==> config.mk <==
export PLATFORM = sky130hd
export DESIGN_NAME = red_pitaya_dfilt2
export DESIGN_NICKNAME = d
export VERILOG_FILES = /design/src/rtl/red_pitaya_dfilt2.sv
export SDC_FILE = /design/constraint.sdc
export NUM_CORES = 2
export LEC_CHECK = 0
export BUFFER_PORTS_ARGS = -buffer_cell sky130_fd_sc_hd__buf_2
export CORE_MARGIN = 2
export CORE_UTILIZATION = 65
export CTS_BUF_LIST = sky130_fd_sc_hd__clkbuf_8
export DETAILED_ROUTE_END_ITERATION = 10
export GPL_ROUTABILITY_DRIVEN = 0
export PLACE_DENSITY = 0.8
export SLEW_MARGIN = 10
export SYNTH_ARGS = -nofsm -noshare
export SYNTH_HDL_FRONTEND = slang
export SYNTH_SLANG_ARGS = --single-unit
==> constraint.sdc <==
create_clock -name adc_clk_i -period 9.9 [get_ports adc_clk_i]
set_clock_uncertainty 0.2 [all_clocks]
set_input_delay 0.495 -clock adc_clk_i [delete_from_list [all_inputs] [get_ports adc_clk_i]]
set_output_delay 0.495 -clock adc_clk_i [all_outputs]
set_load 0.01 [all_outputs]
==> src/rtl/red_pitaya_dfilt2.sv <==
// Six-stage fixed-point cascade (FIR, two IIR sections, scaler with saturation)
// with staged/active coefficient sets, bypass and a saturating overflow counter.
module red_pitaya_dfilt2 #(
  parameter int IW = 14,
  parameter int OW = 12,
  parameter int CW = 16
) (
  input  logic                 adc_clk_i,
  input  logic                 adc_rstn_i,
  input  logic signed [IW-1:0] adc_dat_i,
  input  logic                 adc_vld_i,
  output logic signed [OW-1:0] adc_dat_o,
  output logic                 adc_vld_o,
  input  logic signed [17:0]   cfg_aa_i,
  input  logic signed [24:0]   cfg_bb_i,
  input  logic signed [24:0]   cfg_kk_i,
  input  logic signed [24:0]   cfg_pp_i,
  input  logic                 cfg_upd_i,
  input  logic                 cfg_clr_i,
  input  logic                 cfg_byp_i,
  output logic                 sat_o,
  output logic [CW-1:0]        sat_cnt_o,
  input  logic                 sat_clr_i
);

  logic signed [17:0]   aa_q, aa_d;
  logic signed [24:0]   bb_q, bb_d, kk_q, kk_d, pp_q, pp_d;
  logic                 byp_q, byp_d;
  logic [5:0]           vld_q, vld_d;
  logic signed [13:0]   x_q, x_d, xd_q, xd_d;
  logic signed [13:0]   xb2_q, xb2_d, xb3_q, xb3_d, xb4_q, xb4_d, xb5_q, xb5_d;
  logic signed [22:0]   s1_q, s1_d, s2_q, s2_d;
  logic signed [14:0]   u_q, u_d, s3_q, s3_d;
  logic signed [15:0]   m_q, m_d;
  logic signed [OW-1:0] dat_q, dat_d;
  logic                 sat_q, sat_d;
  logic [CW-1:0]        cnt_q, cnt_d;

  logic signed [13:0]   x_in;
  logic signed [38:0]   fir_prod;
  logic signed [39:0]   fir_sum;
  logic signed [40:0]   aa_prod;
  logic signed [48:0]   iir1_t;
  logic signed [39:0]   pp_prod, iir2_sum, kk_prod;
  logic signed [22:0]   s1_new, s2_new;
  logic signed [14:0]   u_new, s3_new;
  logic signed [15:0]   m_new;
  logic signed [13:0]   y_clamp;
  logic signed [OW-1:0] out_dat;
  logic                 out_sat, out_fire;

  // Datapath arithmetic; every stage reads only registered values and active coefficients.
  always_comb begin
    x_in     = 14'(adc_dat_i) <<< (14 - IW);
    fir_prod = 39'(bb_q) * 39'(xd_q);
    fir_sum  = (40'(x_q) <<< 18) + (40'(fir_prod) >>> 10) - (40'(xd_q) <<< 18);
    s1_new   = 23'(fir_sum >>> 10);
    aa_prod  = 41'(aa_q) * 41'(s2_q);
    iir1_t   = (49'(s1_q) <<< 25) + (49'(s2_q) <<< 25) - 49'(aa_prod);
    s2_new   = 23'(iir1_t >>> 25);
    u_new    = 15'(iir1_t >>> 33);
    pp_prod  = 40'(pp_q) * 40'(s3_q);
    iir2_sum = 40'(u_q) + (pp_prod >>> 16);
    s3_new   = 15'(iir2_sum);
    kk_prod  = 40'(kk_q) * 40'(s3_q);
    m_new    = 16'(kk_prod >>> 24);

    y_clamp = 14'(m_q);
    out_sat = 1'b0;
    if (m_q > 16'sd8191) begin
      y_clamp = 14'sd8191;
      out_sat = 1'b1;
    end else if (m_q < 16'shE000) begin
      y_clamp = 14'sh2000;
      out_sat = 1'b1;
    end
    out_dat = OW'(y_clamp >>> (14 - OW));
    if (byp_q) begin
      out_dat = OW'(xb5_q >>> (14 - OW));
      out_sat = 1'b0;
    end
    out_fire = vld_q[4] && !cfg_clr_i;
  end

  // A clear drops in-flight samples and recursive state but keeps the active coefficients.
  always_comb begin
    aa_d  = aa_q;
    bb_d  = bb_q;
    kk_d  = kk_q;
    pp_d  = pp_q;
    byp_d = byp_q;
    vld_d = {vld_q[4:0], adc_vld_i};
    x_d   = x_q;
    xd_d  = xd_q;
    xb2_d = xb2_q;
    xb3_d = xb3_q;
    xb4_d = xb4_q;
    xb5_d = xb5_q;
    s1_d  = s1_q;
    s2_d  = s2_q;
    u_d   = u_q;
    s3_d  = s3_q;
    m_d   = m_q;
    dat_d = dat_q;
    sat_d = sat_q;
    cnt_d = cnt_q;

    if (cfg_upd_i) begin
      aa_d  = cfg_aa_i;
      bb_d  = cfg_bb_i;
      kk_d  = cfg_kk_i;
      pp_d  = cfg_pp_i;
      byp_d = cfg_byp_i;
    end
    if (adc_vld_i) x_d = x_in;
    if (vld_q[0]) begin
      s1_d  = s1_new;
      xd_d  = x_q;
      xb2_d = x_q;
    end
    if (vld_q[1]) begin
      s2_d  = s2_new;
      u_d   = u_new;
      xb3_d = xb2_q;
    end
    if (vld_q[2]) begin
      s3_d  = s3_new;
      xb4_d = xb3_q;
    end
    if (vld_q[3]) begin
      m_d   = m_new;
      xb5_d = xb4_q;
    end
    if (out_fire) begin
      dat_d = out_dat;
      sat_d = out_sat;
    end
    if (sat_clr_i) begin
      cnt_d = '0;
    end else if (out_fire && out_sat && (cnt_q != '1)) begin
      cnt_d = cnt_q + CW'(1);
    end
    if (cfg_clr_i) begin
      vld_d = '0;
      xd_d  = '0;
      s2_d  = '0;
      s3_d  = '0;
    end
  end

  always_ff @(posedge adc_clk_i or negedge adc_rstn_i) begin
    if (!adc_rstn_i) begin
      aa_q  <= '0;
      bb_q  <= '0;
      kk_q  <= '0;
      pp_q  <= '0;
      byp_q <= 1'b0;
      vld_q <= '0;
      x_q   <= '0;
      xd_q  <= '0;
      xb2_q <= '0;
      xb3_q <= '0;
      xb4_q <= '0;
      xb5_q <= '0;
      s1_q  <= '0;
      s2_q  <= '0;
      u_q   <= '0;
      s3_q  <= '0;
      m_q   <= '0;
      dat_q <= '0;
      sat_q <= 1'b0;
      cnt_q <= '0;
    end else begin
      aa_q  <= aa_d;
      bb_q  <= bb_d;
      kk_q  <= kk_d;
      pp_q  <= pp_d;
      byp_q <= byp_d;
      vld_q <= vld_d;
      x_q   <= x_d;
      xd_q  <= xd_d;
      xb2_q <= xb2_d;
      xb3_q <= xb3_d;
      xb4_q <= xb4_d;
      xb5_q <= xb5_d;
      s1_q  <= s1_d;
      s2_q  <= s2_d;
      u_q   <= u_d;
      s3_q  <= s3_d;
      m_q   <= m_d;
      dat_q <= dat_d;
      sat_q <= sat_d;
      cnt_q <= cnt_d;
    end
  end

  assign adc_dat_o = dat_q;
  assign adc_vld_o = vld_q[5];
  assign sat_o     = sat_q;
  assign sat_cnt_o = cnt_q;

endmodule
==> results.ini <==
[status]
status = completed

[synth]
syn_nets = 8779
synthArstFlopShare = 1.000
yosysSeqAreaShare = 0.1143
synth_ff_type = dfrtp_1
synth_top_area_cell = fa_1
synth_area_leaders = fa_1 45%, dfrtp_1 11%, inv_1 9.0%
ys_types = 69
synth-edff-count = 0
synthCells = 6755
synth.top_cell.area_share = 0.4517
netlist_area_um2 = 64570
yosys_warnings = 0
ys_seq_elements = 295
syn_avg_cell_area_um2 = 9.559

[finish]
drive_above_1_share = 0.07212
final_common_cell = inv_1
fin_area_um2 = 68800
area_delta_synth_final_pct = 6.554
post-route-util = 0.6991
final_cell_mix = 1571 x inv_1, 1457 x fa_1, 937 x nand2_1, 568 x and2_1, 453 x ha_1
final_nets = 8853

[floorplan]
fp.dieW_um = 319.2
die-height_um = 319.2
num_rows = 115
ios = 144
placeableCoreArea_um2 = 98420
dieArea_um2 = 101900
initial_utilization = 0.6561

[place]
dpl_cell_area_um2 = 66270
port_buffers = 143
post-place-ws_ns = 0.2479
dp_hpwl_mm = 119.2

[worst_hold_path]
hold_path.class = input pin to asynchronous set/reset pin

[routing]
firstDrtPassIters = 6
vias_per_cell = 5.626
wl_met2_mm = 76.24
via_count = 45940
drc = 0
detail-route-antenna-nets = 0
wl_met1_mm = 59.35
drt-total-wl_mm = 155.4
wl_met3_mm = 12.81
drt_iter0_drc = 3149
routedWlPerCell_um = 19.03
topRoutingLayerUsed = met4

[timing]
worst_slew_pin_slew_ns = 1.134
fin_crit_sh = 0.9523
whs_ns = 0.04929
setup_violations = 0
hold_viol_final = 0
report.final.slew_viol_count = 0
layout_min_cycle_time_ns = 9.428
layout_setup_ws_ns = 0.4721
fmax_ghz = 0.1061
relSlewSlack = 0.2440

[power_and_ir_drop]
p_int_uw = 10990
power_uw = 23940
p_seq_frac = 0.081
swShare = 0.5408
leakagePower_uw = 0.03317
power_switching_uw = 12950
power.density_nw_per_um2 = 348.0
combPwrFrac = 0.858
pwr-share-clk = 0.061
ir_drop_v = 0.0009535

[setup_path]
cp_slowest_cell = or4_1
required_ns = 10.31
crit_fanout = 16
slowest_delay_ns = 0.55
worstSetupPathType = register to register
start_kind = register
cp.arrival_ns = 9.84
cp-end-kind = register
path_common_cell = fa_1

[grt]
track_usage = 0.3239
grt_first_pass_wirelength_mm = 262.5
antenna_found_initial = 1
grt_max_degree = 159
grt_pass1_vias = 51660
grt.overflow.total = 0

[clocking]
cts.sink_count = 295
clk_pin_slew_ns = 0.07
cts_root_buf = clkbuf_8
clk_latency_ns = 0.80
cts_tree = yes
cts_buffer_depth = 3
htree_levels = 2
post_cts_buffers = 0
numCtsBuffers = 58

[run]
drv_cap = 0

[power groups by stage]
stage	Clock, uW	Combinational [uW]	Sequential, uW
floorplan	0	15500	1620
CTS	1490	20400	1930
finish	1450	20500	1950
global route	1530	23300	1970
global placement	0	19400	1940
detailed placement	0	20100	1950
[cell families after synthesis]
logic type | share of synthesized area
adders and majority gates | 0.5395
buffers and inverters | 0.1089
AOI/OAI and AO/OA | 0.04267
and+or+nand+nor | 0.1428
DFF | 0.1143
muxes | 0.02971
xor gates and xnor gates | 0.02211
[path summary, 6_finish.rpt]
check                      startpoint      endpoint  slack, ns  cells past startpoint
max                           xd_q[2]      s1_q[20]       0.47                     35
max reg2reg                   xd_q[2]      s1_q[20]       0.47                     35
min                        adc_rstn_i  sat_cnt_o[9]       0.05                      2
min reg2reg                  xb4_q[3]      xb5_q[3]       0.27                      1
min in group adc_clk_i      cfg_clr_i      vld_q[4]       0.21                      3
max in group asynchronous  adc_rstn_i       s3_q[6]       7.09                      4
[area by class of cell]
class,count,area (um^2)
Multi-Input combinational cell,4587,50170
Fill cell,7311,29620
Sequential cell,295,7396
Inverter,1553,5829
Timing Repair Buffer,334,2470
Tap cell,1287,1610
Clock buffer,74,1018
Clock inverter,34,300.3
Antenna cell,2,5.005
[what timing repair did]
item                                    CTS  global route
gates resized for setup                   0            11
hold endpoints to repair                191             0
endpoints found under the setup margin    0             9
hold buffers                            118             0
[synth_stat cells, types with 7 or more instances]
library cell  count
mux2i_1          24
and2_1          568
a21o_1           57
clkbuf_1        306
and3_1           15
mux2_2          149
nand3_1          54
xnor2_1         112
dfrtp_1         295
a21oi_1         126
buf_1            14
o21a_1           23
nor2b_1          40
nand2_1         937
o21bai_1         12
ha_1            453
nor3_1           21
a211oi_1         16
inv_1          1553
o211ai_1          7
nand4_1          18
o21ai_0         113
a31oi_1           7
nor2_1          135
xor2_1           51
nand2b_1         83
or3_1            12
fa_1           1457
[through the flow]
step	cells	setup TNS, ns
after floorplan	6755	0
after global placement	7938	0
after detailed placement	7938	0
after CTS	8164	0
after global routing	8166	-0.004131
final	8166	0
[per-layer routing]
layer,vias up,global-route usage
li1,20020,-
met1,23520,0.4193
met2,1952,0.5469
met3,457,0.05601
met4,0,0.1269
met5,-,0
[worst max-delay path, delay by kind of cell (launching register included)]
| kind | cells | cell delay (ns) |
|---|---|---|
| flip-flops | 1 | 0.52 |
| buffers and inverters | 5 | 0.25 |
| adder cells (fa/ha/maj) | 9 | 4.13 |
| multiplexers | 1 | 0.09 |
| AO/OA/AOI/OAI | 11 | 2.13 |
| AND/OR/NAND/NOR | 8 | 1.79 |
| XOR/XNOR | 1 | 0.16 |
[flip-flops by register name, indices dropped and copies added, names as in the netlist, 14 cells and up]
name       count
u_q           15
m_q           14
s2_q          23
xd_q          14
s1_q          23
s3_q          15
x_q           14
pp_q          25
aa_q          18
bb_q          25
kk_q          25
sat_cnt_o     16
Note: power is estimated with default switching activity, not from simulation.
